### src/rtl/usb_tx_arb.sv
// Two-channel round-robin arbiter that frames requester messages for the FT232H TX FIFO.
// Frame: SYNC_BYTE, channel byte, 1..MAX_LEN payload bytes, XOR checksum.
//
//   state | meaning
//   IDLE  | waiting for en and a valid requester
//   HDR   | writing SYNC_BYTE
//   CH    | writing channel byte {7'b0, grant}
//   PAY   | forwarding granted requester bytes
//   CSUM  | writing checksum, counting the frame
module usb_tx_arb #(
    parameter logic [7:0] SYNC_BYTE = 8'hA5,
    parameter int         MAX_LEN   = 64
) (
    input  logic        usb_clk_60m,
    input  logic        rst_n,
    input  logic        en,
    input  logic        s0_valid,
    input  logic [7:0]  s0_data,
    input  logic        s0_last,
    output logic        s0_ready,
    input  logic        s1_valid,
    input  logic [7:0]  s1_data,
    input  logic        s1_last,
    output logic        s1_ready,
    input  logic        fifo_full,
    output logic        fifo_wr_en,
    output logic [7:0]  fifo_din,
    output logic        busy,
    output logic        grant,
    output logic [15:0] pkt_cnt
);

    typedef enum logic [2:0] {
        ST_IDLE,
        ST_HDR,
        ST_CH,
        ST_PAY,
        ST_CSUM
    } state_t;

    localparam logic [6:0] LAST_CNT = 7'(MAX_LEN - 1);

    state_t     state, state_nxt;
    logic       last_grant;
    logic [6:0] pay_cnt;
    logic [7:0] csum;
    logic       sel_valid, sel_last, grant_pick, take;
    logic [7:0] sel_data;

    assign sel_valid  = grant ? s1_valid : s0_valid;
    assign sel_data   = grant ? s1_data  : s0_data;
    assign sel_last   = grant ? s1_last  : s0_last;
    // On a tie the channel not served last wins; otherwise whichever is valid.
    assign grant_pick = (s0_valid && s1_valid) ? ~last_grant : s1_valid;
    assign take       = (state == ST_PAY) && sel_valid && !fifo_full;
    assign busy       = (state != ST_IDLE);

    always_comb begin
        state_nxt  = state;
        fifo_wr_en = 1'b0;
        fifo_din   = 8'h00;
        s0_ready   = 1'b0;
        s1_ready   = 1'b0;
        case (state)
            ST_IDLE: begin
                if (en && (s0_valid || s1_valid))
                    state_nxt = ST_HDR;
            end
            ST_HDR: begin
                if (!fifo_full) begin
                    fifo_wr_en = 1'b1;
                    fifo_din   = SYNC_BYTE;
                    state_nxt  = ST_CH;
                end
            end
            ST_CH: begin
                if (!fifo_full) begin
                    fifo_wr_en = 1'b1;
                    fifo_din   = {7'b0, grant};
                    state_nxt  = ST_PAY;
                end
            end
            ST_PAY: begin
                s0_ready = !grant && !fifo_full;
                s1_ready = grant && !fifo_full;
                if (take) begin
                    fifo_wr_en = 1'b1;
                    fifo_din   = sel_data;
                    if (sel_last || pay_cnt == LAST_CNT)
                        state_nxt = ST_CSUM;
                end
            end
            ST_CSUM: begin
                if (!fifo_full) begin
                    fifo_wr_en = 1'b1;
                    fifo_din   = csum;
                    state_nxt  = ST_IDLE;
                end
            end
            default: state_nxt = ST_IDLE;
        endcase
    end

    always_ff @(posedge usb_clk_60m or negedge rst_n) begin
        if (!rst_n) begin
            state      <= ST_IDLE;
            grant      <= 1'b0;
            last_grant <= 1'b1;
            pay_cnt    <= 7'd0;
            csum       <= 8'h00;
            pkt_cnt    <= 16'd0;
        end else begin
            state <= state_nxt;
            if (state == ST_IDLE && state_nxt == ST_HDR) begin
                grant   <= grant_pick;
                pay_cnt <= 7'd0;
                csum    <= 8'h00;
            end
            if (state == ST_CH && fifo_wr_en)
                csum <= {7'b0, grant};
            if (take) begin
                pay_cnt <= pay_cnt + 7'd1;
                csum    <= csum ^ sel_data;
            end
            if (state == ST_CSUM && fifo_wr_en) begin
                pkt_cnt    <= pkt_cnt + 16'd1;
                last_grant <= grant;
            end
        end
    end

endmodule

### config.mk
export PLATFORM = sky130hd
export DESIGN_NAME = usb_tx_arb
export DESIGN_NICKNAME = d
export VERILOG_FILES = /design/src/rtl/usb_tx_arb.sv
export SDC_FILE = /design/constraint.sdc
export NUM_CORES = 1
export LEC_CHECK = 0
export ABC_AREA = 1
export BUFFER_PORTS_ARGS = -buffer_cell sky130_fd_sc_hd__clkbuf_2
export CORE_ASPECT_RATIO = 1.25
export CORE_MARGIN = 2
export CORE_UTILIZATION = 40
export DETAILED_ROUTE_END_ITERATION = 8
export GPL_ROUTABILITY_DRIVEN = 0
export HOLD_SLACK_MARGIN = 0.12
export PLACE_DENSITY = 0.73
export SETUP_SLACK_MARGIN = 0.1
export SLEW_MARGIN = 40
export SYNTH_ARGS = -nofsm -noshare
export SYNTH_HDL_FRONTEND = slang
export SYNTH_SLANG_ARGS = --single-unit
### constraint.sdc
create_clock -name usb_clk_60m -period 1.76 [get_ports usb_clk_60m]
set_clock_uncertainty 0.1 [all_clocks]
set_input_delay 0.352 -clock usb_clk_60m [delete_from_list [all_inputs] [get_ports usb_clk_60m]]
set_output_delay 0.352 -clock usb_clk_60m [all_outputs]
set_load 0.05 [all_outputs]
==> impl_metrics.tcl, run 1 <==
set metrics [dict create \
    ir_drop_mv 1.010 \
    grt_pass1_vias 2287 \
    synth-seq-cells 36 \
    area_growth_pct 62.45 \
    synth_area_leader_cell "dfrtp_1" \
    fin_crit_sh 1.219 \
    wirelength_um 6604 \
    num_vias 2400 \
    hp-class "input port to flop" \
    cp_data_arrival_time_ns 1.69 \
    utilization 0.6676 \
    clkTransAtPathRegs_ns 0.07 \
    synth-edff-count 0 \
    crit_type "flop to output port" \
    worstSkewPairLatency_ns 0.29 \
    routedWlPerCell_um 13.96 \
    grt_pass1_wl_um 10490 \
    hold_viol_final 0 \
    antenna_cells 0 \
    yosysWarnings 0 \
    stdcell_count 473 \
    yosysUniqueCellTypes 26 \
    synth_most_common_cell "nand2_1" \
    grt_max_degree 22 \
    finalWorstSetupSlack_ns -0.3861 \
    htreeDepth 2 \
    synth_commonest_cells "nand2_1 (126), dfrtp_1 (35), nor2_1 (29), inv_1 (18), xor2_1 (16)" \
    drive_above_1_share 0.4132 \
    p_leak_nw 1.870 \
    initial_core_util 0.4110 \
    r2r_setup_slack_ns 0.17 \
    rsz0062_at_grt "yes" \
    hpwl_um 4369 \
    ys_top_cells_by_area "dfrtp_1 (40%), nand2_1 (21%), xor2_1 (6.4%)" \
    worst_pin_slew_ns 0.4544 \
    maxCapViolations 0 \
    setup_tns_ns -3.276 \
    failed_checks "setup timing" \
    drtIter0Drc 103 \
    fmax_mhz 466.0 \
    finalMaxSlewViolations 0 \
    synth-main-ff-cell "dfrtp_1" \
    drtPass1Iterations 4 \
    syn_area_mm2 0.002206 \
    setup_viol 12 \
    cts.sinks 36 \
    grt_usage 0.2163 \
    fin_crit_ns 2.146 \
    nets 434 \
    drc_errors 0 \
    antenna_found_initial 0 \
    cts_tree "done" \
    io_pins 53 \
    async_flop_share 1.000 \
    status "complete, but fails checks" \
    die-height_um 87.03 \
    die_w_um 70.42 \
    crit_required_ns 1.31 \
    synth_cells 304 \
    cp-end-kind "output port" \
    crit_fanout 5 \
    place_inst 451 \
    critPathLaunchType "flop" \
    avgViaCountPerCell 5.074 \
    final_antenna_net_count 0 \
    core_area_mm2 0.005368 \
    grt_overflow 0 \
    cts.path.max_buffers 2 \
    cts-buffers-inserted 5 \
    synth_nets 330 \
    yosysSeqAreaShare 0.4090 \
    dieArea_mm2 0.006128 \
    placementRows 30 \
    holdWs_ns 0.3342 \
    total_power_mw 4.600 \
    synth.avg_cell_area_um2 7.256 \
    relSlewSlack 0.6970 \
    cts_root_buf "clkbuf_8" \
    io_buffers 52 \
    synth_top_cell_area_share 0.3971 \
    powerDensity_mw_per_mm2 1284 \
]
## metrics by stage
| stage | area, µm² | setup slack (ns) |
|---|---|---|
| global placement | 3072 | -0.1327 |
| global route | 3583 | -0.4333 |
| CTS | 3417 | -0.3570 |
| detailed placement | 3072 | -0.1971 |
| finish | 3583 | -0.3861 |
| floorplan | 2436 | 0.02000 |
## cells by family (layout without fill, tap and decap cells)
logic type	Yosys count	after routing	share of synthesized area
DFF	36	36	0.4090
adders and majority gates	2	2	0.01134
AOI/OAI and AO/OA	21	21	0.04878
buffers and inverters	31	135	0.06579
xor gates and xnor gates	21	21	0.08338
and+or+nand+nor	193	194	0.3817
## final cells by class
class,count,area (µm²)
well taps,64,80.08
inverters,23,110.1
flip-flops and latches,36,904.6
repair buffers,103,903.4
clock inverters,2,10.01
multi-input cells,238,1484
repair inverters,1,8.758
fillers,424,1784
clock buffers,6,82.58
## power breakdown
group	switching (mW)	total, mW	internal, mW
combinational	1.52	2.71	1.19
sequential	0.223	1.26	1.03
clock	0.316	0.629	0.313
total	2.06	4.60	2.54
## flip-flops by register name, indices dropped and copies added (netlist names)
register    flops
pkt_cnt        16
grant           1
last_grant      1
csum            8
pay_cnt         7
state           3
## critical path, stage by stage (launching register included)
cell and delay [ns]:
dfrtp_1 0.39, buf_4 0.15, nand3_1 0.11, nor2_1 0.14
buf_4 0.19, a21oi_1 0.05, buf_4 0.15, nand2_8 0.06
clkbuf_16 0.15
## cells in the final DEF, fill, tap and decap left out, types with 2 or more instances in the layout
master / count
nand2_4: 12
clkbuf_16: 6
buf_4: 41
o21ai_0: 7
buf_8: 3
dfrtp_1: 33
nor2_4: 4
inv_1: 15
clkbuf_8: 6
dfrtp_2: 2
a21oi_2: 2
nand3_4: 3
nor2_1: 27
clkbuf_2: 39
nor3_2: 2
nand4_1: 11
nand3_1: 11
nand2_2: 8
clkinv_2: 2
ha_1: 2
inv_2: 4
clkinv_4: 2
xnor2_1: 5
nor3_4: 4
xor2_1: 16
o21ai_1: 8
nand2_1: 101
o21ai_2: 2
buf_6: 6
nor2_2: 2
nand2_8: 8
buf_12: 6
## layer usage
layer  global-route usage  vias up  part of all wire
met3              0.04167       16             0.053
met5                    0        -                 0
met2               0.3859       81              0.54
met4              0.08392        0             0.025
met1               0.2558     1136              0.39
li1                     -     1167                 -
## path summary, 6_finish.rpt
kind / endpoint / cells past startpoint / startpoint
setup / recovery: fifo_din[5] / 8 / state[0]
hold / removal: grant / 4 / s1_valid
setup reg to reg: csum[5] / 8 / state[0]
hold reg to reg: pkt_cnt[2] / 1 / pkt_cnt[2]
max in group asynchronous: last_grant / 3 / rst_n
min in group asynchronous: pkt_cnt[10] / 2 / rst_n
## what timing repair did
action	CTS	global route
cloned	1	1
hold buffers	1	0
setup buffers	7	4
endpoints found under the setup margin	12	27
resized for setup	38	35
hold endpoints to repair	15	0
pin swaps	7	4
(Power assumes the default switching activity.)
==> run 2: changes to the inputs <==
PLACE_DENSITY = 0.75   (was 0.73)
clock period = 1.88 ns   (was 1.76 ns; I/O delays follow)
==> impl_metrics.tcl, run 2 (synthesis gave the netlist of run 1 again) <==
set metrics [dict create \
    cts_tree "done" \
    setup_tns_ns -1.467 \
    cts.path.max_buffers 2 \
    die_w_um 70.42 \
    place_inst 430 \
    cp-end-kind "output port" \
    setup_viol 11 \
    worstSkewPairLatency_ns 0.29 \
    cts.sinks 36 \
    place_area_mm2 0.002766 \
    grt_overflow 0 \
    failed_checks "setup timing" \
    io_buffers 52 \
    powerDensity_mw_per_mm2 1204 \
    status "complete, but fails checks" \
    avgViaCountPerCell 5.002 \
    relSlewSlack 0.5893 \
    crit_type "flop to output port" \
    reg2regPathDepth 7 \
    die-height_um 87.03 \
    crit_fanout 20 \
    htreeDepth 2 \
    finalMaxSlewViolations 0 \
    nets 406 \
    drive_above_1_share 0.3316 \
    routedWlPerCell_um 12.69 \
    total_power_mw 3.693 \
    stdcell_count 444 \
    placementRows 30 \
    fmax_mhz 488.9 \
    grt_usage 0.1971 \
    worst_pin_slew_ns 0.6160 \
    largestRegisters "pkt_cnt (16), csum (8), pay_cnt (7)" \
    fin_crit_ns 2.046 \
    critPathMaxStageDelay_ns 0.39 \
    min_path_cells 3 \
    dpl_worst_slack_ns -0.01269 \
    num_vias 2221 \
    p_leak_nw 1.595 \
    grt_pass1_wl_um 9639 \
    fin_area_mm2 0.003067 \
    cp_data_arrival_time_ns 1.57 \
    fin_crit_sh 1.088 \
    wirelength_um 5635 \
    hpwl_um 4053 \
    antenna_cells 0 \
    r2r_setup_slack_ns 0.18 \
    top_register "pkt_cnt" \
    maxCapViolations 0 \
    rsz0062_at_grt "yes" \
    core_area_mm2 0.005368 \
    largest_reg_flops 16 \
    area_growth_pct 39.02 \
    critPathLaunchType "flop" \
    io_pins 53 \
    final_common_cell "nand2_1" \
    crit_required_ns 1.40 \
    cts-buffers-inserted 5 \
    grt_pass1_vias 2219 \
    critPathSlowestCell "dfrtp_1" \
    final_antenna_net_count 0 \
    layout_common_cells "nand2_1 (116), clkbuf_2 (40), dfrtp_1 (33)" \
    worstPathCellList "inv_2, nor3_4, nand3_2, buf_6, nand2_2, buf_12" \
    antenna_found_initial 0 \
    initial_core_util 0.4110 \
    ir_drop_mv 0.7101 \
    cts_root_buf "clkbuf_8" \
    drc_errors 0 \
    clkTransAtPathRegs_ns 0.07 \
    drtPass1Iterations 4 \
    dieArea_mm2 0.006128 \
    finalWorstSetupSlack_ns -0.1656 \
    hold_viol_final 0 \
    grt_max_degree 25 \
    hp-class "input port to flop" \
    drtIter0Drc 119 \
]
[run 2: through the flow]
stage | hold WS (ns) | util
after floorplan | -0.01959 | -
after global placement | 0.3078 | 0.5154
after detailed placement | 0.3282 | 0.5154
after CTS | 0.2408 | 0.5678
after global routing | 0.2495 | 0.5713
final | 0.2411 | 0.5713
[run 2: worst max-delay path: cells and delay by family, from the launching register on]
kind	cells	cell delay, ns
and+or+nand+nor	3	0.46
buffers and inverters	3	0.43
DFF	1	0.39
[run 2: per-layer routing]
layer	share of wire	up-vias	global-route usage
li1	-	1105	-
met3	0.063	14	0.04282
met2	0.52	84	0.3654
met4	0.027	0	0.09091
met5	0	-	0
met1	0.39	1018	0.2123
[run 2: area by class of cell]
type / count / area [µm²]
clock buffers: 6 / 72.57
multi-input cells: 237 / 1280
flip-flops and latches: 36 / 904.6
fillers: 478 / 2301
well taps: 64 / 80.08
clock inverters: 1 / 5.005
repair buffers: 77 / 621.8
inverters: 23 / 102.6
[run 2: path summary, 6_finish.rpt]
kind,from,endpoint
setup reg to reg,state[0],pkt_cnt[9]
hold reg to reg,last_grant,last_grant
setup / recovery,state[1],fifo_wr_en
hold / removal,s1_valid,grant
min in group asynchronous,rst_n,pkt_cnt[4]
max in group asynchronous,rst_n,pay_cnt[6]
[run 2: where the power goes]
group / leakage [nW] / internal [mW] / switching [mW] / total (mW)
combinational: 1.09 / 0.791 / 1.18 / 1.97
sequential: 0.467 / 0.970 / 0.226 / 1.20
clock: 0.0410 / 0.252 / 0.276 / 0.528
[run 2: what timing repair did]
item,4_1_cts,5_1_grt
endpoints found under the setup margin,12,12
endpoints found under the hold margin,21,0
pin swaps,1,0
gates resized for setup,37,9
setup buffers,6,0
hold buffers,1,0
==> run 3: changes to the inputs <==
GPL_ROUTABILITY_DRIVEN = unset   (was 0)
PLACE_DENSITY = 0.73   (was 0.75)
clock period = 2.3 ns   (was 1.88 ns; I/O delays follow)
==> impl_metrics.tcl, run 3 (synthesis gave the netlist of run 1 again) <==
set metrics [dict create \
    met1_usage 0.1863 \
    r2r_end "state[0]" \
    drtPass1Iterations 4 \
    worstSkewPairLatency_ns 0.29 \
    rsz0062_at_grt "yes" \
    crit_required_ns 1.74 \
    min_to "grant" \
    antenna_found_initial 0 \
    holdWs_ns 0.3333 \
    worst_pin_slew_ns 0.3441 \
    p_leak_nw 1.515 \
    drive_above_1_share 0.2634 \
    num_vias 2087 \
    area_growth_pct 27.68 \
    finalWeightedCongestion 0.8550 \
    routedWlPerCell_um 11.91 \
    die-height_um 87.03 \
    grt_pass1_vias 1970 \
    use_met3 0.03704 \
    largest_reg_flops 16 \
    r2r_start "state[0]" \
    antenna_cells 0 \
    io_buffers 52 \
    relSlewSlack 0.7706 \
    wirelength_um 5191 \
    cts_tree "done" \
    fin_crit_sh 0.9331 \
    hp-class "input port to flop" \
    cts.sinks 36 \
    nets 397 \
    hpwl_um 3930 \
    maxCapViolations 0 \
    grt_pass1_wl_um 8528 \
    initial_core_util 0.4110 \
    fmax_mhz 465.9 \
    total_power_mw 2.774 \
    hold_viol_final 0 \
    cp-end-kind "output port" \
    final_antenna_net_count 0 \
    grt_busiest_layer "met2" \
    ir_drop_mv 0.6690 \
    cts-buffers-inserted 5 \
    min-delay-start "s1_valid" \
    crit_type "flop to output port" \
    finalMaxSlewViolations 0 \
    placementRows 30 \
    cts.path.max_buffers 2 \
    met2_usage 0.3319 \
    grt_overflow 0 \
    num-fill-cells 511 \
    status "finished, final reports clean" \
    cp_data_arrival_time_ns 1.59 \
    avgViaCountPerCell 4.787 \
    grt_max_degree 21 \
    top_register "pkt_cnt" \
    setup_tns_ns 0 \
    reg2regPathDepth 9 \
    drc_errors 0 \
    grt_usage 0.1737 \
    io_pins 53 \
    drtIter0Drc 61 \
    r2r_setup_slack_ns 0.61 \
    cts_root_buf "clkbuf_8" \
    largestRegisters "pkt_cnt (16), csum (8), pay_cnt (7)" \
    powerDensity_mw_per_mm2 984.9 \
    stdcell_count 436 \
    dieArea_mm2 0.006128 \
    crit_fanout 20 \
    min_path_cells 3 \
    utilization 0.5247 \
    layout_common_cells "nand2_1 (126), clkbuf_2 (42), dfrtp_1 (33)" \
    die_w_um 70.42 \
    place_inst 422 \
    critPathLaunchType "flop" \
    final_common_cell "nand2_1" \
    htreeDepth 2 \
    clkTransAtPathRegs_ns 0.08 \
    fin_crit_ns 2.146 \
    core_area_mm2 0.005368 \
    setup_viol 0 \
]
[run 3: changes by cell type in the layout (fill, tap and decap cells not counted), sizes merged]
cell	delta
buf	-9
clkinvlp	+1
clkinv	-1
clkbuf	+1
[run 3: repair_timing]
item / 4_1_cts / 5_1_grt
resized for setup: 10 / 11
pin swaps: 0 / 1
setup buffers: 0 / 5
hold endpoints to repair: 10 / 0
setup endpoints to repair: 9 / 9
hold buffers: 1 / 0
[run 3: final cells by class]
| class | instances | area, µm² | share of cell area |
|---|---|---|---|
| Clock inverter | 1 | 7.507 | 0.002665 |
| Tap cell | 64 | 80.08 | 0.02843 |
| Clock buffer | 7 | 86.33 | 0.03065 |
| Inverter | 23 | 95.09 | 0.03376 |
| Timing Repair Buffer | 68 | 469.2 | 0.1666 |
| Sequential cell | 36 | 904.6 | 0.3212 |
| Multi-Input combinational cell | 237 | 1174 | 0.4167 |
[run 3: power by group]
group	internal, mW	switching (mW)
logic	0.483	0.861
registers	0.791	0.163
clock network	0.244	0.232
[run 3: per-layer routing]
layer | up-vias | part of all wire
met2 | 53 | 0.53
met5 | - | 0
met3 | 6 | 0.044
met4 | 0 | 0.011
met1 | 931 | 0.42
li1 | 1097 | -
[run 3: metrics by stage]
step,setup WS (ns),instance area (µm²)
final,0.1538,2816
after CTS,0.08465,2750
after global placement,0.2594,2618
after global routing,0.06788,2816
after floorplan,0.07162,2216
after detailed placement,0.2323,2618
[run 3: worst max-delay path by stage]
stage               slack, ns      from           to  cells after the start
finish                   0.15  state[0]   fifo_wr_en                      6
global route             0.07  state[2]  fifo_din[0]                      6
CTS                      0.08  state[2]  fifo_din[0]                      6
detailed placement       0.23  s0_valid  fifo_din[0]                      8
global placement         0.26  s0_valid  fifo_din[0]                      8
floorplan                0.07     grant     s1_ready                      3
[run 3: critical path, stage by stage (launching register included)]
cell      delay, ns
dfrtp_2        0.41
inv_2          0.06
nor3_4         0.23
nand3_2        0.14
buf_6          0.20
nand2_1        0.08
clkbuf_8       0.18
